[config.mk]
export PLATFORM = sky130hd
export DESIGN_NAME = tlight_monitor
export DESIGN_NICKNAME = d
export VERILOG_FILES = /design/src/rtl/tlight_monitor.sv
export SDC_FILE = /design/constraint.sdc
export NUM_CORES = 1
export LEC_CHECK = 0
export ABC_AREA = 1
export BUFFER_PORTS_ARGS = -buffer_cell sky130_fd_sc_hd__buf_2
export CAP_MARGIN = 10
export CORE_AREA = 2 2 68 70
export DETAILED_ROUTE_END_ITERATION = 12
export DIE_AREA = 0 0 70 72
export MAX_ROUTING_LAYER = met4
export PLACE_DENSITY = 0.63
export SLEW_MARGIN = 20
export SYNTH_ARGS = -nofsm -noshare
export SYNTH_HDL_FRONTEND = slang
export SYNTH_SLANG_ARGS = --single-unit
[constraint.sdc]
create_clock -name clock -period 2 [get_ports clock]
set_clock_uncertainty 0.1 [all_clocks]
set_input_delay 0.4 -clock clock [delete_from_list [all_inputs] [get_ports clock]]
set_output_delay 0.4 -clock clock [all_outputs]
set_load 0.01 [all_outputs]
[src/rtl/tlight_monitor.sv]
// tlight_monitor: passive checker that rebuilds the tlight phase from the ns/we lamp pairs and flags bad patterns.
// Define TLIGHT_MON_TIMING_EN to build the phase dwell checker that drives err_timing.
module tlight_monitor #(
  parameter int unsigned READY_CYCLES = 3,
  parameter int unsigned GO_CYCLES    = 15,
  parameter int unsigned STOP_CYCLES  = 1
) (
  input  logic        clock,
  input  logic        reset,
  input  logic [2:0]  ns,
  input  logic [2:0]  we,
  output logic [2:0]  phase,
  output logic        phase_valid,
  output logic        err_illegal,
  output logic        err_conflict,
  output logic        err_seq,
  output logic        err_timing,
  output logic [15:0] cycles_done
);

  typedef enum logic [2:0] {
    S_IDLE     = 3'd0,
    S_WE_READY = 3'd1,
    S_WE_GO    = 3'd2,
    S_WE_STOP  = 3'd3,
    S_NS_READY = 3'd4,
    S_NS_GO    = 3'd5,
    S_NS_STOP  = 3'd6,
    S_LOST     = 3'd7
  } state_t;

  localparam logic [2:0] RED = 3'b100;
  localparam logic [2:0] YEL = 3'b010;
  localparam logic [2:0] GRN = 3'b001;

  state_t state_q, state_d;
  logic   lamp_illegal, lamp_conflict;
  logic   pair_rr, pair_ry, pair_rg, pair_yr, pair_gr;
  logic   valid_d, seq_set, rotate;

  function automatic logic is_phase(state_t s);
    return (s != S_IDLE) && (s != S_LOST);
  endfunction

  // Lamp decode; conflict is only acted on when both buses are legal codes
  always_comb begin
    lamp_illegal  = !(ns inside {RED, YEL, GRN}) || !(we inside {RED, YEL, GRN});
    lamp_conflict = (ns != RED) && (we != RED);
    pair_rr = (ns == RED) && (we == RED);
    pair_ry = (ns == RED) && (we == YEL);
    pair_rg = (ns == RED) && (we == GRN);
    pair_yr = (ns == YEL) && (we == RED);
    pair_gr = (ns == GRN) && (we == RED);
  end

  // Next phase: RY/YR are disambiguated by the current phase
  always_comb begin
    state_d = state_q;
    if (lamp_illegal || lamp_conflict) begin
      state_d = S_LOST;
    end else begin
      case (state_q)
        S_IDLE:     if (pair_ry) state_d = S_WE_READY; else if (!pair_rr) state_d = S_LOST;
        S_WE_READY: if (pair_rg) state_d = S_WE_GO;    else if (!pair_ry) state_d = S_LOST;
        S_WE_GO:    if (pair_ry) state_d = S_WE_STOP;  else if (!pair_rg) state_d = S_LOST;
        S_WE_STOP:  if (pair_yr) state_d = S_NS_READY; else if (!pair_ry) state_d = S_LOST;
        S_NS_READY: if (pair_gr) state_d = S_NS_GO;    else if (!pair_yr) state_d = S_LOST;
        S_NS_GO:    if (pair_yr) state_d = S_NS_STOP;  else if (!pair_gr) state_d = S_LOST;
        S_NS_STOP:  if (pair_ry) state_d = S_WE_READY; else if (!pair_yr) state_d = S_LOST;
        S_LOST: begin
          if (pair_rg)      state_d = S_WE_GO;
          else if (pair_gr) state_d = S_NS_GO;
          else if (pair_rr) state_d = S_IDLE;
        end
        default: state_d = S_LOST;
      endcase
    end
  end

  // Output strobes derived from the transition about to be taken
  always_comb begin
    valid_d = is_phase(state_d);
    seq_set = is_phase(state_q) && (state_d == S_LOST) && !lamp_illegal && !lamp_conflict;
    rotate  = (state_q == S_NS_STOP) && (state_d == S_WE_READY);
  end

  always_ff @(posedge clock) begin
    if (reset) begin
      state_q      <= S_IDLE;
      phase_valid  <= 1'b0;
      err_illegal  <= 1'b0;
      err_conflict <= 1'b0;
      err_seq      <= 1'b0;
      cycles_done  <= 16'd0;
    end else begin
      state_q     <= state_d;
      phase_valid <= valid_d;
      if (lamp_illegal) err_illegal <= 1'b1;
      if (lamp_conflict && !lamp_illegal) err_conflict <= 1'b1;
      if (seq_set) err_seq <= 1'b1;
      if (rotate && (cycles_done != 16'hFFFF)) cycles_done <= cycles_done + 16'd1;
    end
  end

  assign phase = state_q;

`ifdef TLIGHT_MON_TIMING_EN
  logic [7:0] dwell_q;
  logic       check_q;
  logic [7:0] dwell_req;
  logic       timing_set;

  // Dwell compare on leaving a phase that was entered from another phase
  always_comb begin
    dwell_req = 8'd0;
    case (state_q)
      S_WE_READY, S_NS_READY: dwell_req = 8'(READY_CYCLES);
      S_WE_GO, S_NS_GO:       dwell_req = 8'(GO_CYCLES);
      S_WE_STOP, S_NS_STOP:   dwell_req = 8'(STOP_CYCLES);
      default:                dwell_req = 8'd0;
    endcase
    timing_set = (state_d != state_q) && check_q && is_phase(state_q) && (dwell_q != dwell_req);
  end

  always_ff @(posedge clock) begin
    if (reset) begin
      dwell_q    <= 8'd0;
      check_q    <= 1'b0;
      err_timing <= 1'b0;
    end else begin
      if (state_d != state_q) begin
        dwell_q <= 8'd1;
        check_q <= is_phase(state_q);
      end else if (dwell_q != 8'hFF) begin
        dwell_q <= dwell_q + 8'd1;
      end
      if (timing_set) err_timing <= 1'b1;
    end
  end
`else
  assign err_timing = 1'b0;
`endif

endmodule

# Word level (Yosys, flattened, before mapping)
# Cells that the tools add are included.
# word_totals
ff_bits	23
output_inout_bits	24
in_bits	8
elab_cells	69
# op_classes
n_addsub	1
n_mux	17
eq_ne	20
reduce_logical	25
# ops
cell	n
3-bit two-way mux	16
3-bit case mux with 8 select lines	1
3-bit == test, second input constant	7
16-bit by 1-bit adder with 16-bit output, second input constant	1
16-bit inequality test, second input constant	1
1-bit logical AND	14
3-bit by 1-bit == test with 1-bit output, second input constant	4
3-bit by 2-bit == test with 1-bit output, second input constant	4
3-bit inequality test, second input constant	4
3-bit nonzero test	4
1-bit logical NOT	4
3-bit logical NOT	1
1-bit logical OR	2

# Logic depth before layout (Yosys ltp)
# depth
word_depth	11
mapped_depth	13
mapped_depth_nobuf	13

# Worst setup path after synthesis
# No wires, ideal clock.
# synth_path
path_kind	register to register
from	reg cycles_done[0]
to	reg cycles_done[2]
slack_ps	116
arrival_time_ps	1713
setup_ps	71
path_stages_with_launch	10
period_less_slack_ps	1884
n_path_buf	1
t_required_ps	1829
path_cell_list	dfxtp_1 -> ha_1 -> nand2_1 -> nor2_2 -> nand3_1 -> nand3b_2 -> nand3_4 -> buf_6 -> nand2_1 -> a21oi_1
# synth_via
elab_chain_len	2
elab_cells_between_ends	3
cone_classes	add/sub: 1; eq/ne: 1; reduce/logical: 1
# synth_rtl
element	line	source
start, declared	18	output logic [15:0] cycles_done
start signal, assigned	101	if (rotate && (cycles_done != 16'hFFFF)) cycles_done <= cycles_done + 16'd1;
parallel branches: the longest is 2 deep, another holds 16-bit by 1-bit adder with 16-bit output	n/a	
# Several ways; the timed one is not identified.
# A chain may end at the register's enable or synchronous reset.

# Worst setup path after layout
# layout_path
from	reg cycles_done[0]
to	reg cycles_done[8]
# The elaborated chain is that of the path after synthesis.

==> qor.yml <==
rr_endpoint: "cycles_done[8]"
rows: 24
max_freq_ghz: 0.5356
syn-num-nets: 266
grt_usage: 0.1780
reg2reg_from: "cycles_done[0]"
grt_pass1_wl_mm: 7.231
hold_viol: 0
peakVddDrop_mv: 0.3437
synthXorXnorAreaFrac: 0.06904
seq_area_frac_synth: 0.2792
required_ns: 2.05
portBuffers: 30
grt_overflow_total: 0
cts.sinks: 23
finalWirelength_mm: 4.186
cellLeakagePower_nw: 0.9520
syn-cell-area_mm2: 0.001649
areaGrowthSynthToFinish_pct: 22.53
dieHeight_um: 72
r2r_cells: 8
synth_compound_area_frac: 0.09712
grt_max_degree: 19
ys_ff_latch: 23
wl_per_cell_um: 11.76
synth_fa_ha_area_frac: 0.007587
start_util: 0.3867
cap_violations: 0
cts-buffers-inserted: 3
crit_type: "reg2reg"
rrSetupSlack_ns: 0.13
cts_tree: "yes"
cts-hold-fix-buffers: 0
fin_crit_ns: 1.867
placedInstanceArea_mm2: 0.001952
utilization: 0.4739
io_pins: 32
crit_end: "cycles_done[8]"
drc_errors: 0
num_antenna_cells: 0
yosys.area_share.simple: 0.4522
clockBufferDepth: 2
power_mw: 1.938
hold_class: "reg2reg"
drive_gt1_frac: 0.2500
fin_ws_ns: 0.1330
dp.cells: 350
core_area_mm2: 0.004264
holdWs_ns: 0.3552
cp-start-kind: "flip-flop"
drtIter0Drc: 120
vias: 1769
period_share: 0.9335
ys_types: 34
powerDensity_mw_per_mm2: 959.1
synth.area.top_cells: "dfxtp_1 28%, nand2_1 14%, nor2_1 8.6%"
avgViaCountPerCell: 4.969
stdcell_count: 356
synth_top_cell_area_share: 0.2792
die_area_mm2: 0.005040
outcome: "finished clean"
post-place-ws_ns: -0.08667
fin_nets: 314
dieWidth_um: 70
htree_levels: 1
antenna_found_initial: 0
path_max_fanout: 13
cts_root_buffer: "clkbuf_8"
cts.clk_slew.worst_paths_ns: 0.08
synth_top_family_by_area: "simple AND/OR/NAND/NOR gates"
rsz0062_at_grt: "no"
gp_congestion: 0.9135
drtAntennaViolNets: 0
end_kind: "flip-flop"
yosysWarnings: 0
first_pass_iters: 5
cp_data_arrival_time_ns: 1.91
crit_start: "cycles_done[0]"
grt_pass1_vias: 1691
syn_inst: 257
synthMuxAreaShare: 0
dpl.hpwl_mm: 3.185
yosys.area.top_type: "dfxtp_1"
syn_avg_cell_area_um2: 6.417
clock_latency_ns: 0.27
drv_slew: 0
timing.setup.tns_ns: 0
final_area_mm2: 0.002021
setup_violations: 0
-- cell usage in the layout (no fill, tap or decap), drive strengths merged --
cell type,n
clkbuf,4
nand3,23
o211ai,1
nor3,4
a31oi,1
nand2,69
clkinv,1
ha,1
nor2,44
nand3b,1
xor2,7
nand4,16
dfxtp,23
a21oi,17
nor4,1
o21a,1
o21bai,3
conb,1
buf,49
o21ai,4
xnor2,6
inv,27
-- where the power goes --
group	internal (mW)	leakage, nW	switching (mW)
clock network	0.142	0.0228	0.148
logic	0.411	0.742	0.692
registers	0.510	0.187	0.0338
total	1.06	0.952	0.874
-- registers in the layout (all words and copies together), names as in the netlist --
signal        cells
cycles_done      16
phase             3
err_conflict      1
err_illegal       1
err_seq           1
phase_valid       1
-- critical path, cell delays in order (launching register included) --
cell and delay [ns]:
dfxtp_1 0.35, ha_1 0.21, nand2_1 0.08, nor2_2 0.15, nand3_1 0.12, nand3b_2 0.30, buf_4 0.23, nand4_1 0.12
a21oi_1 0.07
-- final cells by class --
| cell class | instances | area [µm²] |
|---|---|---|
| clock buffers | 4 | 45.04 |
| fillers | 465 | 2243 |
| multi-input cells | 200 | 1051 |
| repair buffers | 49 | 292.8 |
| well taps | 52 | 65.06 |
| inverters | 28 | 105.1 |
| flip-flops and latches | 23 | 461.7 |
-- routing by layer --
layer | vias up | track usage | part of all wire
li1 | 931 | - | -
met1 | 778 | 0.2171 | 0.45
met2 | 50 | 0.3016 | 0.48
met3 | 10 | 0.01806 | 0.053
met4 | 0 | 0.07692 | 0.021
met5 | - | - | 0
-- worst min path at each step --
stage,start,endpoint,slack (ns),cells past startpoint
final,err_seq,err_seq,0.36,2
after global routing,err_seq,err_seq,0.38,2
after CTS,err_seq,err_seq,0.36,2
after detailed placement,err_seq,err_seq,0.35,2
after global placement,err_conflict,err_conflict,0.34,1
after floorplan,err_seq,err_seq,0.37,2
-- cell families (layout without fill, tap and decap cells) --
| logic type | after synthesis | in the layout |
|---|---|---|
| compound gates | 27 | 27 |
| flops | 23 | 23 |
| fa+ha+maj | 1 | 1 |
| xor+xnor | 13 | 13 |
| other cells | 1 | 1 |
| buf+inv | 35 | 81 |
| simple gates | 157 | 158 |
-- synth_stat cells (all sizes together) --
cell type / number
a21oi: 17
a31oi: 1
buf: 6
clkbuf: 1
clkinv: 1
conb: 1
dfxtp: 23
ha: 1
inv: 27
nand2: 69
nand3: 22
nand3b: 1
nand4: 16
nor2: 44
nor3: 4
nor4: 1
o211ai: 1
o21a: 1
o21ai: 4
o21bai: 3
xnor2: 6
xor2: 7
-- repair_timing --
item / 4_1_cts / 5_1_grt
hold endpoints to repair: 0 / 0
buffers inserted: 0 / 1
gates resized for setup: 0 / 3
setup endpoints to repair: 0 / 3
Note: power is estimated with default switching activity, not from simulation.
